===== src/rtl/sfp_sched_pkg.sv =====
// Shared definitions for the SFP link scheduler: FSM encoding, requester
// identifiers and the link response width.
package sfp_sched_pkg;

  typedef enum logic [2:0] {
    ST_IDLE  = 3'd0,
    ST_ISSUE = 3'd1,
    ST_WAIT  = 3'd2,
    ST_DONE  = 3'd3
  } sched_state_e;

  localparam logic OWNER_SW   = 1'b0;
  localparam logic OWNER_POLL = 1'b1;

  localparam int RSP_W = 64;

endpackage


===== src/rtl/sfp_rr_pick.sv =====
// Round-robin selector: returns the first set mask bit at or after the
// pointer, wrapping around the four slave IDs.
module sfp_rr_pick (
  input  logic [3:0] i_mask,
  input  logic [1:0] i_ptr,
  output logic [1:0] o_id,
  output logic       o_valid
);

  logic [1:0] w_idx [4];

  genvar gi;
  generate
    for (gi = 0; gi < 4; gi++) begin : g_idx
      assign w_idx[gi] = i_ptr + 2'(gi);
    end
  endgenerate

  // Scan from the farthest offset down so the closest candidate wins.
  always_comb begin
    o_id    = i_ptr;
    o_valid = 1'b0;
    for (int k = 3; k >= 0; k--) begin
      if (i_mask[w_idx[k]]) begin
        o_id    = w_idx[k];
        o_valid = 1'b1;
      end
    end
  end

endmodule


===== src/rtl/sfp_link_scheduler.sv =====
// Single-transaction sequencer for the SFP master link: software commands
// take priority over periodic round-robin status polls of up to 4 slaves.
module sfp_link_scheduler
  import sfp_sched_pkg::*;
#(
  parameter int                    DATA_WIDTH  = RSP_W / 2,
  parameter int                    POLL_PERIOD = 100000,
  parameter int                    RSP_TIMEOUT = 10000,
  parameter logic [DATA_WIDTH-1:0] POLL_CMD    = DATA_WIDTH'(32'h0000_0010)
) (
  input  logic                    i_clk,
  input  logic                    i_rst,
  input  logic                    i_en,
  input  logic                    i_sw_req_flag,
  input  logic [1:0]              i_sw_id,
  input  logic [DATA_WIDTH-1:0]   i_sw_cmd,
  input  logic [DATA_WIDTH-1:0]   i_sw_data,
  output logic                    o_sw_busy,
  output logic                    o_sw_done,
  output logic                    o_sw_timeout,
  output logic [2*DATA_WIDTH-1:0] o_sw_rsp,
  input  logic                    i_poll_en,
  input  logic [3:0]              i_poll_mask,
  output logic                    o_poll_rsp_valid,
  output logic [1:0]              o_poll_id,
  output logic [2*DATA_WIDTH-1:0] o_poll_rsp,
  output logic [1:0]              o_sfp_id,
  output logic [DATA_WIDTH-1:0]   o_m_sfp_cmd,
  output logic [DATA_WIDTH-1:0]   o_m_sfp_data,
  output logic                    o_m_sfp_flag,
  input  logic [2*DATA_WIDTH-1:0] i_m_sfp_rsp,
  input  logic                    i_m_sfp_rsp_valid,
  output logic [15:0]             o_timeout_cnt,
  output logic [2:0]              o_state
);

  localparam logic [31:0] POLL_LAST = 32'(POLL_PERIOD - 1);
  // The done pulse lands RSP_TIMEOUT cycles after the issue strobe.
  localparam logic [31:0] WAIT_LAST = 32'((RSP_TIMEOUT > 2) ? RSP_TIMEOUT - 2 : 0);

  sched_state_e            r_state;
  logic                    r_owner;
  logic                    r_sw_pend;
  logic                    r_poll_pend;
  logic                    r_sw_flag_q;
  logic [1:0]              r_sw_id;
  logic [DATA_WIDTH-1:0]   r_sw_cmd;
  logic [DATA_WIDTH-1:0]   r_sw_data;
  logic [31:0]             r_poll_timer;
  logic [31:0]             r_wait_cnt;
  logic [1:0]              r_rr_ptr;
  logic [1:0]              r_sfp_id;
  logic [DATA_WIDTH-1:0]   r_m_cmd;
  logic [DATA_WIDTH-1:0]   r_m_data;
  logic                    r_m_flag;
  logic                    r_sw_done;
  logic                    r_sw_timeout;
  logic [2*DATA_WIDTH-1:0] r_sw_rsp;
  logic                    r_poll_valid;
  logic [1:0]              r_poll_id;
  logic [2*DATA_WIDTH-1:0] r_poll_rsp;
  logic [15:0]             r_timeout_cnt;

  logic                    w_sw_edge;
  logic                    w_sw_busy;
  logic                    w_poll_run;
  logic                    w_poll_tick;
  logic                    w_wait_end;
  logic                    w_wait_to;
  logic [2*DATA_WIDTH-1:0] w_done_rsp;
  logic [1:0]              w_pick_id;
  logic                    w_pick_valid;

  assign w_sw_edge   = i_sw_req_flag & ~r_sw_flag_q;
  assign w_sw_busy   = r_sw_pend | ((r_owner == OWNER_SW) && (r_state != ST_IDLE));
  assign w_poll_run  = i_en & i_poll_en & (|i_poll_mask);
  assign w_poll_tick = w_poll_run && (r_poll_timer == POLL_LAST);
  // A response arriving on the expiry cycle still wins over the timeout.
  assign w_wait_to   = ~i_m_sfp_rsp_valid;
  assign w_wait_end  = i_m_sfp_rsp_valid || (r_wait_cnt == WAIT_LAST);
  assign w_done_rsp  = i_m_sfp_rsp_valid ? i_m_sfp_rsp : '0;

  sfp_rr_pick u_rr_pick (
    .i_mask  (i_poll_mask),
    .i_ptr   (r_rr_ptr),
    .o_id    (w_pick_id),
    .o_valid (w_pick_valid)
  );

  always_ff @(posedge i_clk or negedge i_rst) begin
    if (!i_rst) begin
      r_sw_flag_q  <= 1'b0;
      r_poll_timer <= '0;
    end else begin
      r_sw_flag_q <= i_sw_req_flag;
      if (!w_poll_run || w_poll_tick) begin
        r_poll_timer <= '0;
      end else begin
        r_poll_timer <= r_poll_timer + 32'd1;
      end
    end
  end

  always_ff @(posedge i_clk or negedge i_rst) begin
    if (!i_rst) begin
      r_state       <= ST_IDLE;
      r_owner       <= OWNER_SW;
      r_sw_pend     <= 1'b0;
      r_poll_pend   <= 1'b0;
      r_sw_id       <= '0;
      r_sw_cmd      <= '0;
      r_sw_data     <= '0;
      r_wait_cnt    <= '0;
      r_rr_ptr      <= '0;
      r_sfp_id      <= '0;
      r_m_cmd       <= '0;
      r_m_data      <= '0;
      r_m_flag      <= 1'b0;
      r_sw_done     <= 1'b0;
      r_sw_timeout  <= 1'b0;
      r_sw_rsp      <= '0;
      r_poll_valid  <= 1'b0;
      r_poll_id     <= '0;
      r_poll_rsp    <= '0;
      r_timeout_cnt <= '0;
    end else begin
      r_m_flag     <= 1'b0;
      r_sw_done    <= 1'b0;
      r_poll_valid <= 1'b0;
      if (!i_en) begin
        r_state     <= ST_IDLE;
        r_sw_pend   <= 1'b0;
        r_poll_pend <= 1'b0;
      end else begin
        if (w_sw_edge && !w_sw_busy) begin
          r_sw_pend    <= 1'b1;
          r_sw_id      <= i_sw_id;
          r_sw_cmd     <= i_sw_cmd;
          r_sw_data    <= i_sw_data;
          r_sw_timeout <= 1'b0;
        end
        case (r_state)
          ST_IDLE: begin
            if (r_sw_pend) begin
              r_state  <= ST_ISSUE;
              r_owner  <= OWNER_SW;
              r_sfp_id <= r_sw_id;
              r_m_cmd  <= r_sw_cmd;
              r_m_data <= r_sw_data;
              r_m_flag <= 1'b1;
            end else if (r_poll_pend) begin
              r_poll_pend <= 1'b0;
              if (w_pick_valid) begin
                r_state  <= ST_ISSUE;
                r_owner  <= OWNER_POLL;
                r_sfp_id <= w_pick_id;
                r_m_cmd  <= POLL_CMD;
                r_m_data <= '0;
                r_m_flag <= 1'b1;
                r_rr_ptr <= w_pick_id + 2'd1;
              end
            end
          end
          ST_ISSUE: begin
            r_state    <= ST_WAIT;
            r_wait_cnt <= '0;
          end
          ST_WAIT: begin
            if (w_wait_end) begin
              r_state <= ST_DONE;
              if (r_owner == OWNER_SW) begin
                r_sw_rsp     <= w_done_rsp;
                r_sw_done    <= 1'b1;
                r_sw_timeout <= w_wait_to;
              end else begin
                r_poll_rsp   <= w_done_rsp;
                r_poll_id    <= r_sfp_id;
                r_poll_valid <= 1'b1;
              end
              if (w_wait_to && (r_timeout_cnt != 16'hFFFF)) begin
                r_timeout_cnt <= r_timeout_cnt + 16'd1;
              end
            end else begin
              r_wait_cnt <= r_wait_cnt + 32'd1;
            end
          end
          ST_DONE: begin
            if (r_owner == OWNER_SW) begin
              r_sw_pend <= 1'b0;
            end
            r_state <= ST_IDLE;
          end
          default: r_state <= ST_IDLE;
        endcase
        // Ticks merge into a single pending poll; a fresh tick beats the clear.
        if (w_poll_tick) begin
          r_poll_pend <= 1'b1;
        end
      end
    end
  end

  assign o_sw_busy        = w_sw_busy;
  assign o_sw_done        = r_sw_done;
  assign o_sw_timeout     = r_sw_timeout;
  assign o_sw_rsp         = r_sw_rsp;
  assign o_poll_rsp_valid = r_poll_valid;
  assign o_poll_id        = r_poll_id;
  assign o_poll_rsp       = r_poll_rsp;
  assign o_sfp_id         = r_sfp_id;
  assign o_m_sfp_cmd      = r_m_cmd;
  assign o_m_sfp_data     = r_m_data;
  assign o_m_sfp_flag     = r_m_flag;
  assign o_timeout_cnt    = r_timeout_cnt;
  assign o_state          = r_state;

endmodule


===== config.mk =====
export PLATFORM = sky130hd
export DESIGN_NAME = sfp_link_scheduler
export DESIGN_NICKNAME = d
export VERILOG_FILES = /design/src/rtl/sfp_sched_pkg.sv /design/src/rtl/sfp_rr_pick.sv /design/src/rtl/sfp_link_scheduler.sv
export SDC_FILE = /design/constraint.sdc
export NUM_CORES = 1
export LEC_CHECK = 0
export BUFFER_PORTS_ARGS = -buffer_cell sky130_fd_sc_hd__buf_2
export CORE_AREA = 5 5 209 211
export DETAILED_ROUTE_END_ITERATION = 8
export DIE_AREA = 0 0 214 216
export GPL_TIMING_DRIVEN = 0
export PLACE_DENSITY = 0.63
export SLEW_MARGIN = 20
export SYNTH_ARGS = -nofsm -noshare
export SYNTH_HDL_FRONTEND = slang
export SYNTH_SLANG_ARGS = --single-unit

===== constraint.sdc =====
create_clock -name i_clk -period 6.5 [get_ports i_clk]
set_input_delay 1.3 -clock i_clk [delete_from_list [all_inputs] [get_ports i_clk]]
set_output_delay 1.3 -clock i_clk [all_outputs]
set_load 0.1 [all_outputs]

==> results of run 1 <==
==> layout make-up <==
type,count,area share [%]
timing repair buffer,362,10.5
tap,539,3.69
sequential,354,48.4
buffer,76,1.76
clock inverter,13,0.616
multi-input combinational,800,28.3
clock buffer,56,6.31
antenna,4,0.0547
inverter,17,0.349
==> per-stage QoR <==
step	setup TNS, ns	hold WS [ns]	instances	power [mW]	setup slack, ns
after floorplan	0	0.455	1247	7.50	2.36
after global placement	-958.00	0.446	2143	8.41	-2.78
after detailed placement	0	0.451	2148	8.49	2.64
after CTS	0	0.464	2217	10.7	3.13
after global routing	0	0.487	2219	11.0	2.83
final	0	0.461	2221	10.6	3.16
==> critical path: stages (launching register included) <==
cell and delay, ns:
dfrtp_1 0.42, inv_1 0.08, ha_1 0.27, o21bai_1 0.23
buf_2 0.49
==> how the worst max path moves through the flow <==
stage	startpoint	endpoint	slack (ns)	cells after the start
final	o_state[0]	o_sw_busy	3.16	4
after global routing	o_state[0]	o_sw_timeout	2.83	9
after CTS	o_state[0]	o_sw_busy	3.13	4
after detailed placement	i_en	o_sw_timeout	2.64	8
after global placement	i_rst	o_timeout_cnt[13]	-2.78	1
after floorplan	o_state[0]	o_sw_busy	2.36	3
==> flip-flops by register name, summed over array words and instances (netlist names) <==
signal            count
o_poll_rsp           64
o_sw_rsp             64
o_m_sfp_cmd          32
o_m_sfp_data         32
r_poll_timer         32
r_sw_cmd             32
r_sw_data            32
r_wait_cnt           32
o_timeout_cnt        16
o_poll_id             2
o_sfp_id              2
o_state               2
r_rr_ptr              2
r_sw_id               2
o_m_sfp_flag          1
o_poll_rsp_valid      1
o_sw_done             1
o_sw_timeout          1
r_owner               1
r_poll_pend           1
r_sw_flag_q           1
r_sw_pend             1
==> cell usage after synthesis (3+ instances only) <==
cell type,number
nor2_1,67
o21ai_0,20
nor4_1,14
o211ai_1,5
a41o_1,7
a21o_1,6
clkbuf_1,58
nand2b_1,3
a31oi_1,8
inv_1,17
a21oi_1,20
and4_1,6
xor2_1,28
nand2_1,193
nand3_1,91
buf_6,3
a22o_1,129
dfrtp_1,354
nor2b_1,6
buf_2,4
nand3b_1,3
o31ai_1,3
nor3_1,18
mux2_2,69
or3_1,6
nand4_1,20
ha_1,7
xnor2_1,23
and3_1,12
buf_1,8
==> where the power goes <==
| group | switching (mW) | internal, mW | total (mW) |
|---|---|---|---|
| logic | 4.27 | 0.871 | 5.14 |
| registers | 0.399 | 2.89 | 3.29 |
| clock network | 0.878 | 1.28 | 2.16 |
==> per-layer routing <==
metal	up-vias	GRT usage [%]	share of wire, %
li1	5270	-	-
met1	5637	21.3	41
met2	403	28.6	47
met3	66	6.26	9.0
met4	6	5.97	2.9
met5	-	0	0.081
==> cells by family after synthesis <==
| group | Yosys count | share of synthesized area [%] |
|---|---|---|
| other | 1 | 0.0260 |
| AND/OR/NAND/NOR | 456 | 14.9 |
| adder cells (fa/ha/maj) | 7 | 0.608 |
| buffers and inverters | 93 | 2.67 |
| XOR/XNOR | 51 | 3.10 |
| multiplexers | 69 | 5.39 |
| flip-flops | 354 | 61.5 |
| AO/OA/AOI/OAI | 216 | 11.8 |
==> impl_metrics.py, run 1 <==
metrics = {
    "sta": {
        "max_freq_mhz": 299,
        "rsz0062_at_grt": "false",
        "hold_violations": 0,
        "finalClockSkew_ns": 0.0224,
        "finalWorstPathRequiredPeriod_ns": 3.34,
        "slew-limit-headroom_pct": 40.9,
        "timing.final.crit_share_pct": 51.4,
        "finalSetupViolCount": 0,
        "maxSlewViolCount": 0,
        "worstMarginPinSlew_ns": 0.880,
    },
    "power": {
        "power.density_nw_per_um2": 579,
        "peakVddDrop_v": 0.000470,
        "leakagePower_nw": 9.23,
    },
    "synthesis": {
        "synth.net_count": 1394,
        "synth-edff-count": 0,
        "avgSynthCellArea_um2": 11.6,
        "synth_area_leaders": "dfrtp_1, a22o_1, mux2_2, nand2_1, nand3_1",
        "synth.top_cell.area_share_pct": 61.5,
        "yosys_warnings": 0,
        "synthFlopType": "dfrtp_1",
        "syn_inst": 1247,
        "yosysTopAreaCell": "dfrtp_1",
        "synth_cell_types": 59,
        "yosysSeqAreaShare_pct": 61.5,
        "synth_seq_cells": 354,
        "syn_area_um2": 14400,
        "synthArstFlopShare_pct": 100,
    },
    "clocking": {
        "clockBufferDepth": 3,
        "clock_latency_ns": 0.54,
        "post_cts_resized": 0,
        "cts_buffers": 40,
        "path_clk_slew_ns": 0.06,
        "clkSinkCount": 354,
        "cts_tree": "yes",
        "cts_root_buffer": "clkbuf_16",
        "cts_setup_buffers": 0,
        "cts_hold_buf": 0,
        "htree_levels": 2,
    },
    "run": {
        "maxCapViolCount": 0,
    },
    "critical_path": {
        "start_kind": "register",
        "worstReg2RegStart": "o_state[0]",
        "crit_path_end_kind": "output pin",
        "crit_arrival_ns": 2.04,
        "r2r-end": "o_sw_timeout",
        "critPathKind": "reg -> out",
        "rr_worst_depth": 9,
        "reg2reg_setup_slack_ns": 3.20,
        "path_max_fanout": 5,
        "worstPathRequired_ns": 5.20,
    },
    "run_status": {
        "status": "finished, final reports clean",
    },
    "global_routing": {
        "grt_max_degree": 96,
        "grt_overflow_total": 0,
        "track_usage_pct": 17.4,
        "grt_pass1_vias": 11700,
        "antenna_found_initial": 7,
        "grt_pass1_wl_um": 65700,
    },
    "placement": {
        "place.gp.congestion": 0.856,
        "io_buffers": 357,
        "hpwl_um": 30200,
        "dpl_cell_area_um2": 17000,
    },
    "finish": {
        "regArea_um2": 8860,
        "post-route-util_pct": 44.0,
        "final_area_um2": 18300,
        "layout_common_cells": "buf_2, dfrtp_1, nand2_1",
        "area_delta_synth_final_pct": 26.9,
        "layout.nets": 1798,
        "layout-drive-gt1-share_pct": 30.6,
        "nFillCells": 3975,
        "final_common_cell": "buf_2",
        "multi_input_area_um2": 5170,
    },
    "routing": {
        "ant_nets": 0,
        "via_per_inst": 5.12,
        "drc_errors": 0,
        "routed_wl_um": 40900,
        "drt_pass1_iterations": 4,
        "drt_iter0_markers": 908,
        "vias": 11400,
        "wl_per_cell_um": 18.4,
    },
    "die": {
        "dieArea_um2": 46200,
        "dieHeight_um": 216,
        "start_util_pct": 34.7,
        "core_um2": 41600,
        "die_x_um": 214,
        "placementRows": 75,
        "io_pins": 360,
    },
    "min_path": {
        "whs_path_depth": 2,
        "holdPathEnd": "o_sw_rsp[32]",
        "min_path_type": "reg -> reg",
        "hp-start": "o_sw_rsp[32]",
    },
}
Note: power is estimated with default switching activity, not from simulation.
==> inputs of run 2 (changes only) <==
--- a/config.mk
+++ b/config.mk
@@ -5,12 +5,13 @@
 export SDC_FILE = /design/constraint.sdc
 export NUM_CORES = 1
 export LEC_CHECK = 0
+export ABC_AREA = 1
 export BUFFER_PORTS_ARGS = -buffer_cell sky130_fd_sc_hd__buf_2
-export CORE_AREA = 5 5 209 211
+export CORE_AREA = 5 5 219 221
 export DETAILED_ROUTE_END_ITERATION = 8
-export DIE_AREA = 0 0 214 216
+export DIE_AREA = 0 0 224 226
 export GPL_TIMING_DRIVEN = 0
-export PLACE_DENSITY = 0.63
+export PLACE_DENSITY = 0.62
 export SLEW_MARGIN = 20
 export SYNTH_ARGS = -nofsm -noshare
 export SYNTH_HDL_FRONTEND = slang
==> constraint.sdc (replaced) <==
create_clock -name i_clk -period 3.5 [get_ports i_clk]
set_input_delay 0.7 -clock i_clk [delete_from_list [all_inputs] [get_ports i_clk]]
set_output_delay 0.7 -clock i_clk [all_outputs]
set_load 0.1 [all_outputs]
==> run 2 against run 1 <==
Clock power rose by 110%. Clock skew fell by 0.011 ns. Sequential share of layout area fell by 3.9 points. Largest cell class unchanged. Wire length rose by 22%.
==> impl_metrics.py, run 2 <==
metrics = {
    "power": {
        "p_sw_share_pct": 52.7,
        "power.density_nw_per_um2": 1010,
        "p_seq_share_pct": 30.2,
        "clkPwrFrac_pct": 22.1,
        "leakagePower_nw": 9.77,
        "peakVddDrop_v": 0.00101,
        "power_mw": 20.1,
        "switchingPower_mw": 10.6,
        "intPower_mw": 9.49,
        "p_comb_share_pct": 47.7,
    },
    "finish": {
        "layout-drive-gt1-share_pct": 26.2,
        "area_delta_synth_final_pct": 25.8,
        "layout.nets": 2330,
        "post-route-util_pct": 43.3,
        "instances_no_fill": 2826,
        "layout_common_cells": "nand2_1, buf_2, dfrtp_1",
        "final_common_cell": "nand2_1",
    },
    "die": {
        "dieArea_um2": 50600,
        "die_x_um": 224,
        "start_util_pct": 34.4,
        "placementRows": 79,
        "io_pins": 360,
        "dieHeight_um": 226,
        "core_um2": 46000,
    },
    "sta": {
        "finalSetupViolCount": 0,
        "finalWorstPathRequiredPeriod_ns": 2.65,
        "worstMarginPinSlew_ns": 0.831,
        "hold_violations": 0,
        "max_freq_mhz": 377,
        "slew-limit-headroom_pct": 44.6,
        "worst_hold_slack_ns": 0.0529,
        "rsz0062_at_grt": "false",
        "timing.final.ws_setup_ns": 0.846,
        "timing.final.crit_share_pct": 75.8,
        "maxSlewViolCount": 0,
        "finalClockSkew_ns": 0.0109,
    },
    "global_routing": {
        "track_usage_pct": 19.5,
        "grt_max_degree": 94,
        "grt_pass1_vias": 14000,
        "grt_overflow_total": 0,
        "antenna_found_initial": 13,
        "grt_pass1_wl_um": 79200,
    },
    "synthesis": {
        "synthFlopType": "dfrtp_1",
        "synth.top_cell.area_share_pct": 56.0,
        "synth_seq_cells": 354,
        "syn_area_um2": 15800,
        "synth.most_common_cell": "nand2_1",
        "yosys_warnings": 0,
        "synth_area_leaders": "dfrtp_1, nand2_1, mux2_2, nand3_1, o21ai_1",
        "yosys-top-cells-count": "nand2_1, dfrtp_1, nor2_1",
        "syn_inst": 1777,
        "avgSynthCellArea_um2": 8.90,
        "synth-edff-count": 0,
        "synth.net_count": 1924,
        "synth_cell_types": 38,
        "yosysSeqAreaShare_pct": 56.0,
        "synthArstFlopShare_pct": 100,
        "yosysTopAreaCell": "dfrtp_1",
    },
    "clocking": {
        "htree_levels": 2,
        "post_cts_resized": 0,
        "clockBufferDepth": 3,
        "cts_tree": "yes",
        "cts_setup_buffers": 0,
        "clkSinkCount": 354,
        "path_clk_slew_ns": 0.06,
        "clock_latency_ns": 0.55,
        "cts_buffers": 42,
        "cts_root_buffer": "clkbuf_16",
        "cts_hold_buf": 0,
    },
    "critical_path": {
        "r2r-end": "o_sfp_id[1]",
        "start_kind": "register",
        "path_max_fanout": 4,
        "startpoint": "o_state[0]",
        "path_depth": 4,
        "critPathMaxStageDelay_ns": 0.47,
        "crit_path_end_kind": "output pin",
        "worstReg2RegStart": "o_state[0]",
        "critPathKind": "reg -> out",
        "cp_num_buf_inv": 2,
        "reg2reg_setup_slack_ns": 1.00,
        "critPathTopFamily": "buffers and inverters",
        "crit_arrival_ns": 1.95,
        "rr_worst_depth": 9,
        "endpoint": "o_sw_busy",
        "crit_chain": "inv_1 -> ha_1 -> o21ai_2 -> buf_2",
        "worstPathRequired_ns": 2.80,
        "slowest_stage": "buf_2",
    },
    "run_status": {
        "status": "finished, final reports clean",
    },
    "placement": {
        "dp_slack_ns": 0.645,
        "dp.cells": 2746,
        "hpwl_um": 38000,
        "io_buffers": 358,
        "place.gp.congestion": 0.967,
    },
    "routing": {
        "drt-met1-wl_um": 21300,
        "drc_errors": 0,
        "drt_pass1_iterations": 5,
        "routed_wl_um": 49700,
        "wl_per_cell_um": 17.6,
        "top_layer_used": "met5",
        "ant_nets": 0,
        "via_per_inst": 4.85,
        "wl_met3_um": 5030,
        "dr_wl_met2_um": 22300,
        "drt_iter0_markers": 1022,
        "vias": 13700,
    },
    "min_path": {
        "min_path_type": "in -> async",
    },
    "run": {
        "maxCapViolCount": 0,
    },
}
run 2: cell types whose count changed after synthesis, moves of 21 or more:
cell	before	now
o21ai_0	20	54
o21ai_2	0	27
nor2_1	67	145
clkbuf_1	58	37
a22o_1	129	0
nand3_1	91	118
nand2_1	193	563
o21ai_1	1	113
inv_1	17	105
run 2: power groups by stage:
stage | clock, mW | sequential [mW] | combinational, mW
2_1_floorplan | 0 | 12.0 | 1.76
3_3_place_gp | 0 | 6.07 | 9.52
3_5_place_dp | 0 | 6.12 | 9.62
4_1_cts | 4.57 | 6.07 | 9.63
5_1_grt | 4.74 | 6.22 | 10.0
6_report | 4.43 | 6.07 | 9.57
run 2: metal layers:
layer,vias up,global-route usage (%)
met5,-,0
met4,14,5.02
met3,81,6.29
met2,480,31.3
met1,6572,25.6
li1,6556,-
run 2: stage by stage:
stage               cell area, um2  TNS (ns)
floorplan                    15800         0
global placement             18400  -1844.34
detailed placement           18500         0
CTS                          19900         0
global route                 19900         0
finish                       19900         0
run 2: cell type report:
class,instances,area (um2)
Antenna cell,6,15.0
Buffer,80,469
Clock buffer,54,1170
Clock inverter,20,229
Fill cell,4612,26100
Inverter,107,402
Multi-Input combinational cell,1236,6100
Sequential cell,354,8860
Tap cell,607,759
Timing Repair Buffer,362,1910
run 2: cell families after synthesis:
logic type	Yosys count	share of synthesized area, %
AO/OA/AOI/OAI	219	7.63
flip-flops	354	56.0
adder cells (fa/ha/maj)	7	0.554
buffers and inverters	187	5.50
XOR/XNOR	50	2.77
multiplexers	53	3.77
other	1	0.0237
AND/OR/NAND/NOR	906	23.8
run 2: worst min-delay path by stage:
stage | from | endpoint | slack, ns | cells past startpoint
after floorplan | i_rst | o_m_sfp_cmd[0] | 0.40 | 0
after global placement | o_m_sfp_data[5] | o_m_sfp_data[5] | 0.45 | 2
after detailed placement | o_m_sfp_cmd[15] | o_m_sfp_cmd[15] | 0.46 | 2
after CTS | i_rst | r_sw_cmd[15] | 0.04 | 1
after global routing | i_rst | r_sw_cmd[15] | 0.06 | 1
final | i_rst | r_sw_cmd[15] | 0.05 | 1
run 2: worst reg2reg max path, delay by kind of cell (launching register included):
family                     cells  cell delay [ns]
and+or+nand+nor                3             0.60
adders and majority gates      1             0.25
AOI/OAI and AO/OA              1             0.13
DFF                            1             0.39
buffers and inverters          4             0.99
